**src/rtl/inst_fetch_pkg.sv**
```systemverilog
// Shared fetch/decode definitions: bus widths, the canonical NOP, the fetch
// state encoding and the {pc, inst} entry carried through the fetch slot.
package inst_fetch_pkg;

    localparam int INST_ADDR_BUS = 32;
    localparam int INST_BUS      = 32;

    typedef logic [INST_ADDR_BUS-1:0] inst_addr_t;
    typedef logic [INST_BUS-1:0]      inst_t;

    // addi x0, x0, 0
    localparam inst_t NOP_INST = 32'h0000_0013;

    typedef enum logic [1:0] {
        IDLE = 2'd0,
        REQ  = 2'd1,
        WAIT = 2'd2,
        HOLD = 2'd3
    } fetch_state_e;

    typedef struct packed {
        inst_addr_t pc;
        inst_t      inst;
    } fetch_entry_t;

    function automatic inst_addr_t word_align(input inst_addr_t addr);
        return {addr[INST_ADDR_BUS-1:2], 2'b00};
    endfunction

endpackage

```
**src/rtl/inst_fetch_if.sv**
```systemverilog
// Fetch-stage bus: instruction-memory port, decode-side slot and redirect.
interface inst_fetch_if;
    import inst_fetch_pkg::*;

    // Handshakes: a request is held with mem_req_o=1 and a stable mem_addr_o
    // until the cycle mem_gnt_i=1; mem_rvalid_i is a one-cycle pulse with no
    // back-pressure; the slot transfers on any edge with inst_valid_o=1 and
    // stall_i=0, otherwise it is held unchanged.
    logic       mem_req_o;
    inst_addr_t mem_addr_o;
    logic       mem_gnt_i;
    logic       mem_rvalid_i;
    inst_t      mem_rdata_i;

    logic       stall_i;
    logic       br_enable_i;
    inst_addr_t br_addr_i;

    inst_addr_t pc_o;
    inst_t      inst_o;
    logic       inst_valid_o;

    modport master (
        output mem_req_o, mem_addr_o, pc_o, inst_o, inst_valid_o,
        input  mem_gnt_i, mem_rvalid_i, mem_rdata_i, stall_i, br_enable_i, br_addr_i
    );

    modport slave (
        input  mem_req_o, mem_addr_o, pc_o, inst_o, inst_valid_o,
        output mem_gnt_i, mem_rvalid_i, mem_rdata_i, stall_i, br_enable_i, br_addr_i
    );

endinterface

```
**src/rtl/inst_fetch_slot_buf.sv**
```systemverilog
// Two-entry in-order buffer: the output slot seen by decode plus a hold entry
// that absorbs one response while decode is stalled.
module inst_fetch_slot_buf
    import inst_fetch_pkg::*;
(
    input  logic         clk,
    input  logic         rst,
    input  logic         flush,
    input  logic         load,
    input  fetch_entry_t load_entry,
    input  logic         stall,
    output logic         slot_valid,
    output fetch_entry_t slot_entry,
    output logic         hold_valid,
    output logic         consume
);

    fetch_entry_t hold_entry;

    assign consume = slot_valid && !stall;

    always_ff @(posedge clk or negedge rst) begin
        if (!rst) begin
            slot_valid <= 1'b0;
            slot_entry <= '{pc: '0, inst: NOP_INST};
            hold_valid <= 1'b0;
            hold_entry <= '{pc: '0, inst: NOP_INST};
        end else if (flush) begin
            // pc is left as-is; only the instruction is forced back to NOP
            slot_valid      <= 1'b0;
            slot_entry.inst <= NOP_INST;
            hold_valid      <= 1'b0;
        end else if (hold_valid && consume) begin
            slot_entry <= hold_entry;
            hold_valid <= 1'b0;
        end else if (load && (!slot_valid || consume)) begin
            slot_valid <= 1'b1;
            slot_entry <= load_entry;
        end else if (load) begin
            hold_valid <= 1'b1;
            hold_entry <= load_entry;
        end else if (consume) begin
            slot_valid      <= 1'b0;
            slot_entry.inst <= NOP_INST;
        end
    end

endmodule

```
**src/rtl/inst_fetch.sv**
```systemverilog
// Instruction fetch stage: owns the PC, issues one memory read at a time and
// hands {pc, inst} to decode, dropping responses made stale by a redirect.
module inst_fetch
    import inst_fetch_pkg::*;
#(
    parameter inst_addr_t RESET_PC = 32'h0000_0000
)
(
    input  logic         clk,
    input  logic         rst,
    inst_fetch_if.master bus,
    output fetch_state_e dbg_state
);

    localparam inst_addr_t START_PC = word_align(RESET_PC);

    fetch_state_e state;
    inst_addr_t   pc;
    inst_addr_t   req_pc;
    logic         kill;

    logic         br;
    inst_addr_t   br_target;
    logic         slot_valid;
    logic         hold_valid;
    logic         consume;
    logic         slot_free;
    logic         rsp_load;
    fetch_entry_t slot_entry;

    assign br        = bus.br_enable_i;
    assign br_target = word_align(bus.br_addr_i);
    assign slot_free = !slot_valid || consume;
    assign rsp_load  = (state == WAIT) && bus.mem_rvalid_i && !kill && !br;

    always_ff @(posedge clk or negedge rst) begin
        if (!rst) begin
            state  <= IDLE;
            pc     <= START_PC;
            req_pc <= START_PC;
            kill   <= 1'b0;
        end else begin
            if (br) pc <= br_target;
            case (state)
                IDLE: state <= REQ;
                REQ: begin
                    if (bus.mem_gnt_i) begin
                        req_pc <= pc;
                        state  <= WAIT;
                        // a redirect on the grant edge orphans the fetch just issued
                        if (br) kill <= 1'b1;
                        else    pc   <= pc + 32'd4;
                    end
                end
                WAIT: begin
                    if (bus.mem_rvalid_i) begin
                        kill <= 1'b0;
                        if (br || kill || slot_free) state <= REQ;
                        else                         state <= HOLD;
                    end else if (br) begin
                        kill <= 1'b1;
                    end
                end
                HOLD: begin
                    if (br || consume) state <= REQ;
                end
                default: state <= IDLE;
            endcase
        end
    end

    inst_fetch_slot_buf u_slot_buf (
        .clk        (clk),
        .rst        (rst),
        .flush      (br),
        .load       (rsp_load),
        .load_entry ('{pc: req_pc, inst: bus.mem_rdata_i}),
        .stall      (bus.stall_i),
        .slot_valid (slot_valid),
        .slot_entry (slot_entry),
        .hold_valid (hold_valid),
        .consume    (consume)
    );

    assign bus.mem_req_o    = (state == REQ);
    assign bus.mem_addr_o   = pc;
    assign bus.pc_o         = slot_entry.pc;
    assign bus.inst_o       = slot_entry.inst;
    assign bus.inst_valid_o = slot_valid;
    assign dbg_state        = state;

    a_addr_aligned: assert property (@(posedge clk) disable iff (!rst)
        bus.mem_addr_o[1:0] == 2'b00);

    // the hold entry exists exactly while the FSM waits for it to drain
    a_hold_tracks_state: assert property (@(posedge clk) disable iff (!rst)
        hold_valid == (state == HOLD));

    a_empty_slot_is_nop: assert property (@(posedge clk) disable iff (!rst)
        slot_valid || (slot_entry.inst == NOP_INST));

endmodule

```
**src/flat_wrapper.sv**
```systemverilog
// flat-port wrapper written by rule: the top's interface ports become plain ports
module inst_fetch_flat import inst_fetch_pkg::*;
#(
    parameter inst_addr_t RESET_PC = 32'h0000_0000
)
  (clk, rst, dbg_state, bus_mem_req_o, bus_mem_addr_o, bus_pc_o, bus_inst_o, bus_inst_valid_o, bus_mem_gnt_i, bus_mem_rvalid_i, bus_mem_rdata_i, bus_stall_i, bus_br_enable_i, bus_br_addr_i);
  inst_fetch_if bus_i ();
  input  logic clk;
  input  logic rst;
  output fetch_state_e dbg_state;
  output wire logic [$bits(bus_i.mem_req_o)-1:0] bus_mem_req_o;
  output wire logic [$bits(bus_i.mem_addr_o)-1:0] bus_mem_addr_o;
  output wire logic [$bits(bus_i.pc_o)-1:0] bus_pc_o;
  output wire logic [$bits(bus_i.inst_o)-1:0] bus_inst_o;
  output wire logic [$bits(bus_i.inst_valid_o)-1:0] bus_inst_valid_o;
  input wire logic [$bits(bus_i.mem_gnt_i)-1:0] bus_mem_gnt_i;
  input wire logic [$bits(bus_i.mem_rvalid_i)-1:0] bus_mem_rvalid_i;
  input wire logic [$bits(bus_i.mem_rdata_i)-1:0] bus_mem_rdata_i;
  input wire logic [$bits(bus_i.stall_i)-1:0] bus_stall_i;
  input wire logic [$bits(bus_i.br_enable_i)-1:0] bus_br_enable_i;
  input wire logic [$bits(bus_i.br_addr_i)-1:0] bus_br_addr_i;
  assign bus_mem_req_o = bus_i.mem_req_o;
  assign bus_mem_addr_o = bus_i.mem_addr_o;
  assign bus_pc_o = bus_i.pc_o;
  assign bus_inst_o = bus_i.inst_o;
  assign bus_inst_valid_o = bus_i.inst_valid_o;
  assign bus_i.mem_gnt_i = bus_mem_gnt_i;
  assign bus_i.mem_rvalid_i = bus_mem_rvalid_i;
  assign bus_i.mem_rdata_i = bus_mem_rdata_i;
  assign bus_i.stall_i = bus_stall_i;
  assign bus_i.br_enable_i = bus_br_enable_i;
  assign bus_i.br_addr_i = bus_br_addr_i;
  inst_fetch #(.RESET_PC(RESET_PC)) u_core (.clk(clk), .rst(rst), .bus(bus_i), .dbg_state(dbg_state));
endmodule
```
**config.mk**
```make
export PLATFORM = sky130hd
export DESIGN_NAME = inst_fetch_flat
export DESIGN_NICKNAME = d
export VERILOG_FILES = /design/src/rtl/inst_fetch_pkg.sv /design/src/rtl/inst_fetch_if.sv /design/src/rtl/inst_fetch_slot_buf.sv /design/src/rtl/inst_fetch.sv /design/src/flat_wrapper.sv
export SDC_FILE = /design/constraint.sdc
export NUM_CORES = 1
export LEC_CHECK = 0
export CAP_MARGIN = 20
export CORE_ASPECT_RATIO = 0.7
export CORE_MARGIN = 2
export CORE_UTILIZATION = 30
export CTS_CLUSTER_SIZE = 40
export DETAILED_ROUTE_END_ITERATION = 10
export GPL_TIMING_DRIVEN = 0
export SLEW_MARGIN = 20
export SYNTH_ARGS = -nofsm -noshare
export SYNTH_HDL_FRONTEND = slang
export SYNTH_SLANG_ARGS = --single-unit
```
**constraint.sdc**
```tcl
create_clock -name clk -period 2.1 [get_ports clk]
set_input_delay 0.525 -clock clk [delete_from_list [all_inputs] [get_ports clk]]
set_output_delay 0.525 -clock clk [all_outputs]
set_load 0.01 [all_outputs]
```
# Word-level counts from Yosys, hierarchy flattened

Cells that the tools add are included.

Flip-flop bits (word level): 197
Bits of input ports: 70
Output and inout bits: 100
Logic and storage cells: 80

Add/sub/neg operators: 1
Equality and inequality tests: 10
Multiplexer cells: 28
Bitwise logic cells: 3
Reduce and logical (&&, ||, !) cells: 28

Operator list:

| cell                  | number |
|---|---|
| $mux 32               | 9 |
| $mux 64               | 1 |
| $add 32x3->32 const B | 1 |
| $mux 1                | 12 |
| $reduce_and 2->1      | 5 |
| $mux 2                | 4 |
| $pmux 2 s4            | 1 |
| $logic_and 1x1->1     | 6 |
| $reduce_and 3->1      | 2 |
| $reduce_bool 3->1     | 2 |
| $eq 2x2->1 const B    | 2 |
| $logic_not 1->1       | 4 |
| $logic_or 1x1->1      | 4 |
| $ne 2x1->1 const B    | 2 |
| $ne 2x2->1 const B    | 2 |
| $ne 4x2->1 const B    | 1 |
| $reduce_and 4->1      | 1 |
| $reduce_bool 2->1     | 2 |
| $reduce_bool 4->1     | 1 |
| $ne 3x2->1 const B    | 1 |
| $ne 3x3->1 const B    | 1 |
| $not 1->1             | 3 |
| $eq 2x1->1 const B    | 1 |
| $logic_not 2->1       | 1 |
| $pmux 1 s2            | 1 |

# Logic depth before layout (Yosys ltp)

Gate-level depths: netlist of run 1.

Depth after elaboration: 8
Depth in mapped cells: 8

# By module

A second synthesis of run 1 with hierarchy kept.

Cell total of the unflattened synthesis: 775
Area, all modules: 9,028.7 sq um

Modules (own cells, without submodules):

| module              | instances | cells an instance | area each (sq um) | seq. area each (sq um) |
|---|---|---|---|---|
| inst_fetch_slot_buf | 1         | 487               | 5,741.8           | 3,260.6 |
| inst_fetch          | 1         | 288               | 3,286.9           | 1,676.6 |

# Worst setup path after synthesis of run 1

No wires, ideal clock.

Kind: register -> register
Start point: reg u_core.state[1] (netlist: u_core.dbg_state[1])
End point: reg u_core.pc[27] (netlist: u_core.bus.mem_addr_o[27])
Library setup time: 82 ps
Data arrival time: 2,154 ps
Required time: 2,018 ps
Setup slack: -136 ps
Cell stages (with the launch flop): 7
Path buffers: 0
Path through: dfrtp_1 > inv_1 > ha_1 > nand4_1 > or4_4 > or4_1 > a31oi_1

Cells in the longest elaborated chain, start to end: 2

RTL lines:

| item                     | RTL line           | text |
|---|---|---|
| start: declaration       | inst_fetch.sv:17   | `fetch_state_e state;` |
| start signal: assignment | inst_fetch.sv:38   | `state <= IDLE;` |
| start signal: assignment | inst_fetch.sv:45   | `IDLE: state <= REQ;` |
| start signal: assignment | inst_fetch.sv:49   | `state <= WAIT;` |
| $eq 2x1->1               | -                  |  |
| net bus_mem_req_o        | flat_wrapper.sv:11 | `output wire logic [$bits(bus_i.mem_req_o)-1:0] bus_mem_req_o;` |
| $mux 32                  | inst_fetch.sv:44   | `case (state)` |
| end signal: assignment   | inst_fetch.sv:43   | `if (br) pc <= br_target;` |
| end signal: assignment   | inst_fetch.sv:52   | `else pc <= pc + 32'd4;` |
| end: declaration         | inst_fetch.sv:18   | `inst_addr_t pc;` |

The timed path passes the listed nets, and every way through them passes these cells.
A chain may end at the register's enable or synchronous reset.

# Worst setup path in the final report of run 1

Start point: in bus_mem_gnt_i
End point: reg u_core.pc[17] (netlist: u_core.bus.mem_addr_o[17])

Cells in the longest elaborated chain, start to end: 2

RTL lines:

| item               | RTL line           | text |
|---|---|---|
| start: declaration | flat_wrapper.sv:16 | `input wire logic [$bits(bus_i.mem_gnt_i)-1:0] bus_mem_gnt_i;` |
| $mux 32            | inst_fetch.sv:47   | `if (bus.mem_gnt_i) begin` |
| $mux 32            | inst_fetch.sv:44   |  |

Every way passes these cells.

==> metrics, run 1 <==
Worst EP arrival 2450 ps; final hold violations 0; Max clock buf depth 2; MaxCap Viol Count 0; sequential fraction of the synthesis area 0.581; clock sink count 197; mean post-synth cell area 11.2 um2; nets@finish 1024; period utilisation layout 1.01; kind of critical path input pin to flop; maximum VDD drop 0.563 mV; critical-path cell list clkdlybuf4s50_1 > nand4_1 > buf_4 > or3_1 > o31a_1 > o31a_1; Iteration-0 DRC Markers 558; Die Span Y 145 um; delay of the slowest critical-path stage 560 ps; final worst setup slack -16.7 ps; Final Instance Area 11500 um2; power consumption 10.8 mW; post-place setup slack -1060 ps; Final GP Congestion 0.784; Initial Utilization 0.305; # setup viols final 2; worst skew pair latency 440 ps; Slew Limit Fails 0; FF/Latch Area 4960 um2; cell chosen for the clock root clkbuf_16; area grow syn2layout 35.5%; # fillers 2704; failing checks setup timing; share of cells above drive strength 1 0.190; first-pass GRT wire length 37300 um; CORE AREA 27800 um2; kind of end point of the critical path flop; Antenna Nets Post-Route 0; Cell Area, Synth 8490 um2; H-Tree Level Count 4; worst-path fanout max 7; DPL Wire Length 17800 um; area of placed instances 10700 um2; crit path launch bus_mem_gnt_i; wire length per cell 18.2 um; synth top area cells dfrtp_1 56%, mux2_2 8.8%, nand2_1 4.7%; Vias/cell 4.88; area of the multi-input gates 3230 um2; RSZ-0062 raised after global routing true; largest net degree at the start of global routing 90; area leader, netlist dfrtp_1; hold_ws 474 ps; Worst Min Path Start u_core.u_slot_buf.hold_entry[1]$_DFFE_PN1P_; Num CTS Buffers 17; Max Fclk 0.472 GHz; CTS tree yes; die width 205 um; I/O Buffers 167; required time of the critical path 2430 ps; syn nets 831; Slew HR 0.615; GR Util All Layers 0.165; ANT cells 0; DR DRC count 0; clk_skew 12.7 ps; Vias 6504; top-level I/O count 170; Crit-path slowest cell clkdlybuf4s50_1; num rows 51; initial antenna violation count 0; placed cell count 1296; Hold Crit Class flop to flop; post-synthesis cell type count 45; wirelength, routed 24200 um; clk slew on worst S/H paths 80 ps; worst slew pin tran 577 ps; 1st-pass router iterations 6; Pleak 5.41 nW; die area 29700 um2; Final min period 2120 ps; Synth Instances 756; Finished Core Util 0.413; area fraction of the dominant cell type after synthesis 0.563; status complete, but fails checks; vias in the first global route 6305; Yosys reg bits 197; Overflow after GRT 0; Critical Path Start Type input pin; Finished Layout Cells 1333; Reg-to-Reg Start u_core.dbg_state[1]$_DFFE_PN0P_; Crit path top cell by count o31a_1; setup_tns -20.0 ps; Power Density 937 nW/um2; Yosys Warn Count 0
[routing by layer]
layer,global-route usage,vias to the layer above,wire length [um]
li1,-,3093,-
met1,0.260,3229,13000
met2,0.230,168,10100
met3,0.0300,14,910
met4,0.0375,0,211
met5,0,-,0
[repair_timing]
action	in CTS	in global routing
endpoints found under the hold margin	3	0
gates resized for setup	47	31
setup endpoints to repair	147	102
hold buffers	1	0
setup buffers	10	0
pin swaps	2	1
[state kept, by name, summed over array words and instances (netlist names)]
name and cells:
u_core.u_slot_buf.hold_entry 64, u_core.u_slot_buf.slot_entry 64, u_core.bus.mem_addr_o 32, u_core.req_pc 32
u_core.dbg_state 2, u_core.kill 1, u_core.u_slot_buf.hold_valid 1, u_core.u_slot_buf.slot_valid 1
[final timing paths]
kind / endpoint / slack, ps / depth (start not counted)
min in group asynchronous: u_core.u_slot_buf.slot_entry[59]$_DFFE_PN0P_ / 590 / 2
setup / recovery: u_core.bus.mem_addr_o[17]$_DFF_PN0_ / -20 / 6
hold / removal: u_core.u_slot_buf.hold_entry[1]$_DFFE_PN1P_ / 470 / 2
hold reg to reg: u_core.u_slot_buf.hold_entry[1]$_DFFE_PN1P_ / 470 / 2
setup reg to reg: u_core.bus.mem_addr_o[17]$_DFF_PN0_ / 0 / 7
max in group asynchronous: u_core.u_slot_buf.slot_valid$_DFFE_PN0P_ / 410 / 4
[critical path: cells and delay by family]
kind | cells | cell delay, ps
AOI/OAI and AO/OA | 2 | 530
buffers and inverters | 2 | 790
and+or+nand+nor | 2 | 600
[report_power, final]
part / switching, mW / internal, mW
Sequential: 0.573 / 4.38
Combinational: 1.15 / 1.29
Clock: 1.74 / 1.64
Total: 3.47 / 7.31
[cell usage after synthesis (all sizes together)]
cell and n:
and3 4, clkbuf 38, nor3 2, and4 4, a21oi 3, a221oi 2
o21ai 80, xnor2 8, a211oi 2, mux2i 34, nor2 21, nor2b 5
nand2b 3, a311o 1, o31ai 10, a222oi 32, inv 50, or4 13
a221o 1, nor4 3, nor3b 1, or4b 1, or3 3, ha 5
nand3b 2, a31oi 13, nor4bb 1, or2 2, xor2 4, buf 11
nand2 107, nand4 13, a211o 1, dfrtp 191, mux2 66, dfstp 6
nand3 9, and2 2, o31a 2
[layout make-up]
cell class / instances / area share
Sequential cell: 197 / 0.431
Inverter: 50 / 0.0163
Tap cell: 371 / 0.0404
Buffer: 43 / 0.0196
Clock buffer: 17 / 0.0370
Multi-Input combinational cell: 460 / 0.280
Timing Repair Buffer: 180 / 0.158
Clock inverter: 15 / 0.0171
[logic make-up (layout without fill, tap and decap cells)]
family / Yosys count / in the layout / synth area share
adders and majority gates: 5 / 5 / 0.00737
DFF: 197 / 197 / 0.581
and+or+nand+nor: 196 / 196 / 0.112
xor gates and xnor gates: 12 / 12 / 0.0124
AOI/OAI and AO/OA: 147 / 147 / 0.114
muxes: 100 / 100 / 0.128
buffers and inverters: 99 / 305 / 0.0449
[placed cells by master (no fill, tap or decap), types with 6 or more instances in the layout]
cell type,n
dfrtp_1,173
clkdlybuf4s50_1,165
nand2_1,107
o21ai_0,79
mux2_2,66
inv_1,49
mux2i_1,34
a222oi_1,32
nor2_1,21
dfrtp_2,18
clkbuf_16,17
clkbuf_2,14
a31oi_1,13
nand4_1,12
buf_4,11
or4_1,11
buf_2,10
o31ai_1,10
clkbuf_1,9
nand3_1,9
xnor2_1,8
clkinv_8,7
dfstp_2,6
(Power assumes the default switching activity.)
==> run 2, diff against run 1 <==
--- a/config.mk
+++ b/config.mk
@@ -8,10 +8,11 @@
 export CAP_MARGIN = 20
 export CORE_ASPECT_RATIO = 0.7
 export CORE_MARGIN = 2
-export CORE_UTILIZATION = 30
+export CORE_UTILIZATION = 47
 export CTS_CLUSTER_SIZE = 40
 export DETAILED_ROUTE_END_ITERATION = 10
 export GPL_TIMING_DRIVEN = 0
+export PLACE_DENSITY = 0.77
 export SLEW_MARGIN = 20
 export SYNTH_ARGS = -nofsm -noshare
 export SYNTH_HDL_FRONTEND = slang
==> metrics, run 2 (synthesis results as in run 1) <==
reg-to-reg endpoint u_core.bus.mem_addr_o[27]$_DFF_PN0_; ANT cells 0; most common cell after layout, fill and taps aside dfrtp_1; cell chosen for the clock root clkbuf_16; Critical Path Start Type flop; clock sink count 197; kind of end point of the critical path flop; DPL Wire Length 15900 um; Largest regs u_core.u_slot_buf.hold_entry x64, u_core.u_slot_buf.slot_entry x64; Slew Limit Fails 0; Slew HR 0.620; Final min period 2070 ps; R2R cell count 5; Final GP Congestion 0.844; die area 19200 um2; CP endpoint u_core.bus.mem_addr_o[27]$_DFF_PN0_; initial antenna violation count 0; Num CTS Buffers 17; Pleak 5.51 nW; share of cells above drive strength 1 0.202; Vias 6702; Antenna Nets Post-Route 0; nets@finish 1039; final hold violations 0; Max clock buf depth 2; Iteration-0 DRC Markers 758; area grow syn2layout 35.0%; CORE AREA 17900 um2; status complete, no violations; setup_tns 0 ps; first-pass GRT wire length 35200 um; I/O Buffers 167; DR DRC count 0; die width 165 um; RSZ-0062 raised after global routing true; Reg-to-Reg Start u_core.bus.mem_addr_o[20]$_DFF_PN0_; 1st-pass router iterations 5; flop-to-flop setup slack 30 ps; GR Util All Layers 0.241; clk_skew 9.69 ps; clk slew on worst S/H paths 70 ps; Hold Crit Class flop to flop; hold path depth 2; num rows 41; wirelength, routed 22600 um; top-level I/O count 170; final worst setup slack 33.2 ps; H-Tree Level Count 4; Power Density 920 nW/um2; largest net degree at the start of global routing 90; wire length per cell 18.7 um; period utilisation layout 0.984; maximum VDD drop 0.477 mV; worst-path fanout max 6; required time of the critical path 2450 ps; CTS tree yes; commonest cells after routing, fill and taps aside 175 x dfrtp_1, 163 x clkdlybuf4s50_1, 107 x nand2_1, 80 x o21ai_0, 66 x mux2_2; Vias/cell 5.53; MaxCap Viol Count 0; Overflow after GRT 0; post-place setup slack -981 ps; kind of critical path flop to flop; Die Span Y 116 um; Initial Utilization 0.476; power consumption 10.5 mW; # setup viols final 0; crit path launch u_core.bus.mem_addr_o[20]$_DFF_PN0_; Worst EP arrival 2420 ps; worst skew pair latency 440 ps; Max Fclk 0.484 GHz; vias in the first global route 6515; worst slew pin tran 571 ps
[run 2: cell types whose count changed in the layout (fill, tap and decap cells not counted), sizes merged, moves of 2 or more]
cell / delta
buf: +12
clkbuf: +6
clkdlybuf4s50: -2
dlymetal6s2s: +2
inv: -3
clkinv: -2
[run 2: cell type report]
type,count,area [um2]
multi-input cells,460,3250
fillers,1387,6390
inverters,50,188
well taps,236,295
plain buffers,45,246
flip-flops and latches,197,4960
clock buffers,20,457
repair buffers,193,1950
clock inverters,12,116
[run 2: power by group]
| part | total, mW | internal, mW | switching (mW) |
|---|---|---|---|
| sequential | 4.97 | 4.39 | 0.587 |
| combinational | 2.40 | 1.31 | 1.10 |
| clock | 3.17 | 1.72 | 1.45 |
[run 2: critical path, stage by stage, from the launching register on]
cell and delay, ps:
dfrtp_2 450, nand4_4 140, or4b_4 580, buf_6 150
or4_1 470, a31oi_1 190
[run 2: how the worst min path moves through the flow]
| stage | start | endpoint | slack, ps |
|---|---|---|---|
| finish | u_core.u_slot_buf.hold_entry[39]$_DFFE_PN0P_ | u_core.u_slot_buf.hold_entry[39]$_DFFE_PN0P_ | 480 |
| global route | u_core.u_slot_buf.hold_entry[0]$_DFFE_PN1P_ | u_core.u_slot_buf.hold_entry[0]$_DFFE_PN1P_ | 510 |
| CTS | u_core.u_slot_buf.hold_entry[39]$_DFFE_PN0P_ | u_core.u_slot_buf.hold_entry[39]$_DFFE_PN0P_ | 480 |
| detailed placement | rst | u_core.u_slot_buf.slot_entry[12]$_DFFE_PN0P_ | 390 |
| global placement | u_core.u_slot_buf.hold_entry[34]$_DFFE_PN0P_ | u_core.u_slot_buf.hold_entry[34]$_DFFE_PN0P_ | 460 |
| floorplan | rst | u_core.bus.mem_addr_o[0]$_DFFE_PN0P_ | 230 |
[run 2: stage by stage]
step	util	hold slack (ps)	std cells	cell area, um2
6_report	0.642	481	1213	11500
5_1_grt	0.642	513	1213	11500
4_1_cts	0.628	485	1197	11200
3_5_place_dp	0.590	394	1161	10500
3_3_place_gp	0.587	461	1159	10500
2_1_floorplan	-	229	756	8510
[run 2: metal layers]
layer  vias to the layer above  part of all wire  global-route usage
met3                        29             0.065              0.0572
met1                      3314              0.47               0.355
met5                         -                 0                   0
met2                       244              0.45               0.357
li1                       3115                 -                   -
met4                         0             0.018              0.0707
[run 2: repair_timing]
action,CTS,global route
gates resized for setup,44,49
endpoints found under the setup margin,142,117
hold buffers,1,0
endpoints found under the hold margin,29,0
buffers inserted,4,19
pin swaps,3,6
==> run 3, diff against run 2 <==
--- a/config.mk
+++ b/config.mk
@@ -8,11 +8,11 @@
 export CAP_MARGIN = 20
 export CORE_ASPECT_RATIO = 0.7
 export CORE_MARGIN = 2
-export CORE_UTILIZATION = 47
+export CORE_UTILIZATION = 50
 export CTS_CLUSTER_SIZE = 40
 export DETAILED_ROUTE_END_ITERATION = 10
 export GPL_TIMING_DRIVEN = 0
-export PLACE_DENSITY = 0.77
+export PLACE_DENSITY = 0.78
 export SLEW_MARGIN = 20
 export SYNTH_ARGS = -nofsm -noshare
 export SYNTH_HDL_FRONTEND = slang
==> constraint.sdc (replaced) <==
create_clock -name clk -period 2.6 [get_ports clk]
set_input_delay 0.65 -clock clk [delete_from_list [all_inputs] [get_ports clk]]
set_output_delay 0.65 -clock clk [all_outputs]
set_load 0.01 [all_outputs]
==> metrics, run 3 (synthesis results as in run 1) <==
Max clock buf depth 2; FF/Latch Area 4940 um2; Vias/cell 5.55; # setup viols final 0; commonest cells after routing, fill and taps aside 191 x dfrtp_1, 166 x clkdlybuf4s50_1, 107 x nand2_1, 80 x o21ai_0, 66 x mux2_2; Max Fclk 0.388 GHz; wirelength, routed 21900 um; Num CTS Buffers 17; clk slew on worst S/H paths 80 ps; most common cell after layout, fill and taps aside dfrtp_1; area of placed instances 10500 um2; clock sink count 197; Final GP Congestion 0.827; MaxCap Viol Count 0; Die Span Y 113 um; GR Util All Layers 0.249; cell chosen for the clock root clkbuf_16; Pleak 5.30 nW; first-pass GRT wire length 35000 um; top-level I/O count 170; die area 18100 um2; Overflow after GRT 0; kind of end point of the critical path flop; power consumption 8.44 mW; RSZ-0062 raised after global routing true; CORE AREA 16400 um2; reg-to-reg endpoint u_core.u_slot_buf.slot_entry[6]$_DFFE_PN0P_; Vias 6576; # fillers 1229; Critical Path Start Type input pin; Largest regs u_core.u_slot_buf.hold_entry x64, u_core.u_slot_buf.slot_entry x64; 1st-pass router iterations 8; Reg-to-Reg Start u_core.dbg_state[0]$_DFFE_PN0P_; clk_skew 5.75 ps; maximum VDD drop 0.547 mV; R2R cell count 7; Finished Core Util 0.677; wire length per cell 18.5 um; Iteration-0 DRC Markers 569; worst slew pin tran 797 ps; Slew Limit Fails 0; kind of critical path input pin to flop; worst skew pair latency 430 ps; nets@finish 1021; largest net degree at the start of global routing 87; H-Tree Level Count 4; Worst EP arrival 2890 ps; CTS tree yes; Initial Utilization 0.516; area of the multi-input gates 3190 um2; Final min period 2570 ps; area grow syn2layout 31.0%; DPL Wire Length 15700 um; vias in the first global route 6431; DR DRC count 0; worst-path fanout max 10; hold_ws 67.0 ps; final hold violations 0; status complete, no violations; Final Instance Area 11100 um2; Slew HR 0.469; die width 160 um; required time of the critical path 2920 ps; share of cells above drive strength 1 0.132; period utilisation layout 0.990; ANT cells 0; initial antenna violation count 0; placed cell count 1150; Finished Layout Cells 1184; cts hold-fix bufs 0; Antenna Nets Post-Route 0; num rows 39; flop-to-flop setup slack 250 ps; I/O Buffers 167; Hold Crit Class input pin to async pin; Power Density 758 nW/um2
==> run 3: area by class of cell <==
cell class,instances,share of cell area
sequential,197,0.444
multi-input combinational,460,0.287
timing repair buffer,172,0.158
clock buffer,17,0.0382
tap,225,0.0253
buffer,48,0.0172
inverter,50,0.0169
clock inverter,15,0.0143
==> run 3: per-layer routing <==
metal,up-vias,GRT usage,part of all wire
li1,3083,-,-
met1,3225,0.379,0.48
met2,245,0.357,0.44
met3,23,0.0561,0.072
met4,0,0.0745,0.011
met5,-,0,0
==> run 3: what timing repair did <==
action,4_1_cts,5_1_grt
resized for setup,1,6
pin swaps,0,1
setup endpoints to repair,32,63
gates cloned,0,0
buffers inserted,0,3
endpoints found under the hold margin,0,0
==> run 3: worst max-delay path: stages <==
cell             delay [ps]
clkdlybuf4s50_1         510
buf_2                   240
nor2_1                   90
nand4_1                 330
clkbuf_1                650
mux2_2                  420
==> run 3: per-stage QoR <==
step	worst slack [ps]	TNS [ps]
floorplan	364	0
global placement	-7220	-1442050
detailed placement	-547	-40700
CTS	39.6	0
global route	-35.4	-276
finish	25.4	0
==> run 3: worst max path at each step <==
stage                                                   endpoint  slack (ps)  cells past startpoint                       startpoint
floorplan                    u_core.bus.mem_addr_o[27]$_DFF_PN0_         360                      6  u_core.dbg_state[1]$_DFFE_PN0P_
global placement    u_core.u_slot_buf.slot_entry[56]$_DFFE_PN0P_       -7220                      1                              rst
detailed placement  u_core.u_slot_buf.slot_entry[53]$_DFFE_PN0P_        -550                      8                  bus_br_enable_i
CTS                 u_core.u_slot_buf.hold_entry[49]$_DFFE_PN0P_          40                      7                  bus_br_enable_i
global route        u_core.u_slot_buf.hold_entry[59]$_DFFE_PN0P_         -40                      6                  bus_br_enable_i
finish              u_core.u_slot_buf.hold_entry[59]$_DFFE_PN0P_          30                      6                  bus_br_enable_i
==> run 3: power breakdown <==
| group | internal (mW) | total [mW] | switching (mW) |
|---|---|---|---|
| clock | 1.29 | 2.58 | 1.29 |
| sequential | 3.53 | 4.00 | 0.464 |
| combinational | 1.00 | 1.86 | 0.861 |
| total | 5.82 | 8.44 | 2.61 |
